--- config.mk ---
export PLATFORM = sky130hd
export DESIGN_NAME = xarb_rr
export DESIGN_NICKNAME = d
export VERILOG_FILES = /design/src/rtl/xarb_rr.sv
export SDC_FILE = /design/constraint.sdc
export NUM_CORES = 1
export LEC_CHECK = 0
export CORE_UTILIZATION = 34
export DETAILED_ROUTE_END_ITERATION = 16
export PLACE_DENSITY = 0.88
export SLEW_MARGIN = 20
export SYNTH_ARGS = -nofsm -noshare
export SYNTH_HDL_FRONTEND = slang
export SYNTH_SLANG_ARGS = --single-unit
--- constraint.sdc ---
create_clock -name clk -period 6.1 [get_ports clk]
set_clock_uncertainty 0.2 [all_clocks]
set_input_delay 1.22 -clock clk [delete_from_list [all_inputs] [get_ports clk]]
set_output_delay 1.22 -clock clk [all_outputs]
set_load 0.01 [all_outputs]
--- src/rtl/xarb_rr.sv ---
// Round-robin arbiter with packet locking: picks one of NUM_IN valid/ready streams
// and holds the grant from first offer until the last flit of that packet transfers.

module xarb_rr_lane #(
  parameter int ID_W = 2,
  parameter int LANE = 0
) (
  input  logic [ID_W-1:0] sel,
  input  logic            xfer_en,
  output logic            rdy
);
  assign rdy = xfer_en && (sel == ID_W'(LANE));
endmodule

module xarb_rr #(
  parameter  int NUM_IN  = 4,
  parameter  int D_WIDTH = 16,
  localparam int ID_W    = $clog2(NUM_IN)
) (
  input  logic                      clk,
  input  logic                      rstn,
  input  logic [NUM_IN-1:0]         vldi,
  input  logic [NUM_IN-1:0]         lasti,
  input  logic [NUM_IN*D_WIDTH-1:0] datai,
  output logic [NUM_IN-1:0]         rdyi,
  output logic                      vldo,
  output logic                      lasto,
  output logic [D_WIDTH-1:0]        datao,
  output logic [ID_W-1:0]           gnt,
  input  logic                      rdyo
);

  typedef enum logic {IDLE, LOCKED} st_e;

  st_e             st_q, st_d;
  logic [ID_W-1:0] ptr_q, ptr_d, lock_q, lock_d;
  logic [ID_W-1:0] rr_sel, sel, sel_inc;
  logic            rr_hit, xfer_en;

  // Rotating-priority search starting at ptr; falls back to ptr when nothing is valid.
  always_comb begin
    int idx;
    idx    = 0;
    rr_sel = ptr_q;
    rr_hit = 1'b0;
    for (int k = 0; k < NUM_IN; k++) begin
      idx = int'(ptr_q) + k;
      if (idx >= NUM_IN) idx = idx - NUM_IN;
      if (!rr_hit && vldi[idx]) begin
        rr_hit = 1'b1;
        rr_sel = ID_W'(idx);
      end
    end
  end

  assign sel     = (st_q == LOCKED) ? lock_q : rr_sel;
  assign sel_inc = (sel == ID_W'(NUM_IN - 1)) ? '0 : sel + ID_W'(1);

  // Reset gates the handshake combinationally so nothing leaks out while rstn is low.
  assign vldo    = rstn && vldi[sel];
  assign lasto   = lasti[sel];
  assign datao   = datai[int'(sel)*D_WIDTH +: D_WIDTH];
  assign gnt     = sel;
  assign xfer_en = vldo && rdyo;

  for (genvar i = 0; i < NUM_IN; i++) begin : g_lane
    xarb_rr_lane #(.ID_W(ID_W), .LANE(i)) u_lane (
      .sel     (sel),
      .xfer_en (xfer_en),
      .rdy     (rdyi[i])
    );
  end

  always_comb begin
    st_d   = st_q;
    ptr_d  = ptr_q;
    lock_d = lock_q;
    case (st_q)
      IDLE: begin
        if (vldo) begin
          if (rdyo && lasto) begin
            ptr_d = sel_inc;
          end else begin
            // Unaccepted offers lock too, keeping the offered flit stable under stall.
            st_d   = LOCKED;
            lock_d = sel;
          end
        end
      end
      LOCKED: begin
        if (xfer_en && lasto) begin
          st_d  = IDLE;
          ptr_d = sel_inc;
        end
      end
      default: st_d = IDLE;
    endcase
  end

  always_ff @(posedge clk or negedge rstn) begin
    if (!rstn) begin
      st_q   <= IDLE;
      ptr_q  <= '0;
      lock_q <= '0;
    end else begin
      st_q   <= st_d;
      ptr_q  <= ptr_d;
      lock_q <= lock_d;
    end
  end

endmodule
==> impl_results.md <==
* Die ar. at around 3500 sq um
* Worst path required time at between 4 and 5 ns
* Rows at 20
* CP arrival at slightly above 4 ns
* Placed Cells at roughly 270
* Initial DRT Pass Iterations at 4
* Area Overhead vs Synth at 89.6%
* VDD IR-drop max at between 300 and 400 uV
* Worst Hold Class: reg -> reg
* R2R setup slack at 3.25 ns
* Fillers at around 280
* DR DRC count at 0
* CTS tree: done
* CP max-delay cell: o41a_2
* WHS at approximately 0.31 ns
* Sequential cell area fraction in the yosys report at between 10% and 20%
* Hold Path Cell Cnt at 1
* WS Path Type: in -> out
* Cell count after synthesis at around 140
* Family with the most delay on the worst path: buffers and inverters
* Initial core utilization at a little over a third
* Reg2reg end: ptr_q[1]
* Final setup violation count at 0
* Synth warn at 0
* CTS clk-pin slew, worst paths at about 0.040 ns
* Commonest non-fill, non-tap cell in the layout: clkdlybuf4s50_1
* Tot GR Track Use at about 20%
* Max Cap Viol at 0
* Pwr/cell area at approximately 410 nW/um^2
* Status: completed
* Worst Setup SP: vldi[2]
* Routed WL per cell at 13.2 um
* CP Buf/Inv Count at 3
* Via count of the routed design at 1363
* LEAKAGE at a little under 0.0009 uW
* Port bufs at between 90 and 100
* Grt total ovfl at 0
* Final hold vios at 0
* Part of the cycle the worst path needs at about 91%
* First-pass GRT wire length at 5.60 mm
* Count of state elements after synthesis at 5
* I/O pins at 99
* Worst setup EP type: primary output
* Root Buffer: clkbuf_4
* Post-synth top area share at 16.0%
* Postcts setup bufs at 0
* Post-DP HPWL at 3.01 mm
* Placeable Area at 3100 sq um
* Internal at a little under 500 uW
* Seq pwr share at under 10%
* Cell area after layout at approximately 2100 sq um
* Synth Area per Inst at approximately 8.0 sq um
* Syn nets at 220
* Drt total wl at about 3.6 mm
* Final nets at 312
* Antenna violations before repair at 0
* Mapped Area at roughly 1100 sq um
* Critical Path Source Type: input port
* R2R depth at 8
* Max stage delay on crit path at around 0.72 ns
* Total CTS buffers at 3
* Vias in the first global route at 1360
* Die height at 59.5 um
* Antenna Nets Post-Route at 0
* Most frequent cells in the layout: clkdlybuf4s50_1 (98), nor2b_1 (18), a21oi_1 (18), mux2i_1 (18), a211oi_1 (16)
* EDFF count, synth at 0
* Comb pwr share at between 80% and 90%
* Hold_buf cts at 0
* Worst Hold End: lock_q[1]
* Switching power at between 300 and 400 uW
* Max Fclk at 180 MHz
* Layout cells sized above 1 at about 8.2%
* Initial DRC Count at between 50 and 60
* Post_cts resized at 0
* Total placed instance area at approximately 2100 sq um
* Largest net degree at the start of global routing at 28
* Clock share of power at around 4.3%
* CTS H-tree depth at 1
* Worst Path Max Fanout at 22
* Distinct cell type count after synthesis at 35
* Layout Cells excl Fill at approximately 280
* Hold Crit Start: lock_q[1]
* # diodes at 0
* Rel. slew slack at ~62%
* Synth area leader: mux2i_1
* Number of vias per cell at approximately 4.9
* Ys async rst share at 100%
* RSZ-0062 raised after global routing: no
* Cell Chain, Critical Path: clkdlybuf4s50_1, nor2b_1, o21a_1, o41a_2, buf_4, nor2b_1, a211oi_1, a21oi_1, clkdlybuf4s50_1
* Latest clock arrival within the worst-skew pair at ~0.24 ns
* Switching share of power at between 40% and 50%
* Placer Congestion at around 0.8
* Top cells by area, synth: mux2i_1 (16%), dfrtp_1 (11%), a211oi_1 (11%), nor2b_1 (10%), a21oi_1 (8.0%)
* Final TNS setup at 0 ns
* Die width at between 50 and 60 um
* Crit Reg-Reg Startpoint: ptr_q[0]
* Fin crit period at roughly 5.5 ns
* CTS Sinks at 5
* Fin. max-slew vios at 0
* Worst-margin pin slew at about 0.57 ns
* Longest Clk Path Bufs at 2
* Post-synth top flop: dfrtp_1
cells by family after synthesis:
| family | after synthesis | synth area share [%] |
|---|---|---|
| adder cells (fa/ha/maj) | 4 | 4.45 |
| flip-flops | 5 | 11.1 |
| AO/OA/AOI/OAI | 44 | 29.2 |
| multiplexers | 24 | 23.1 |
| AND/OR/NAND/NOR | 44 | 23.2 |
| buffers and inverters | 20 | 9.02 |
metal layers:
metal | wire length [um] | share of wire, % | up-vias | global-route usage [%]
li1 | - | - | 701 | -
met1 | 1450 | 40 | 609 | 22.9
met2 | 1950 | 53 | 49 | 37.9
met3 | 216 | 5.9 | 4 | 3.06
met4 | 27 | 0.74 | 0 | 8.16
met5 | 0 | 0 | - | 0
synth_stat cells (4+ instances only):
master    number
a21oi_1       18
mux2i_1       18
nor2b_1       18
a211oi_1      16
nor2_1         7
clkbuf_1       5
dfrtp_1        5
inv_1          5
and3_1         4
buf_4          4
ha_1           4
layout make-up:
class	count	area [sq um]	share of cell area, %
Inverter	6	22.5	1.06
Multi-Input combinational cell	116	898	42.2
Clock buffer	4	26.3	1.23
Tap cell	44	55.1	2.58
Sequential cell	5	125	5.87
Timing Repair Buffer	101	1000	47.1
power groups by stage:
stage | clock, uW | sequential [uW] | combinational (uW)
2_1_floorplan | 0 | 59.3 | 471
3_3_place_gp | 0 | 70.8 | 762
3_5_place_dp | 0 | 71.0 | 777
4_1_cts | 40.1 | 70.7 | 780
5_1_grt | 43.2 | 74.4 | 842
6_report | 38.2 | 71.6 | 774
registers in the layout, indices dropped and copies added (netlist names):
register / cells
ptr_q: 2
lock_q: 2
st_q: 1
metrics by stage:
| step | setup WS [ns] | power, uW | util [%] |
|---|---|---|---|
| finish | 0.558 | 884 | 68.7 |
| global route | 0.371 | 960 | 68.7 |
| CTS | 0.566 | 891 | 68.7 |
| detailed placement | 0.577 | 848 | 67.8 |
| global placement | 0.627 | 833 | 67.8 |
| floorplan | 1.70 | 530 | - |
worst register-to-register path: stages, from the launching register on:
cell,delay (ns)
dfrtp_1,0.41
nor2b_1,0.10
o21a_1,0.23
o41a_2,0.72
mux2i_1,0.20
mux2_4,0.31
inv_2,0.06
and3_4,0.20
mux2_4,0.29
worst max path at each step:
stage	to	cells after the start
floorplan	rdyi[2]	9
finish	datao[15]	9
global placement	datao[5]	9
CTS	datao[9]	9
global route	datao[15]	9
detailed placement	datao[4]	9
Power figures use the tool's default switching activity.
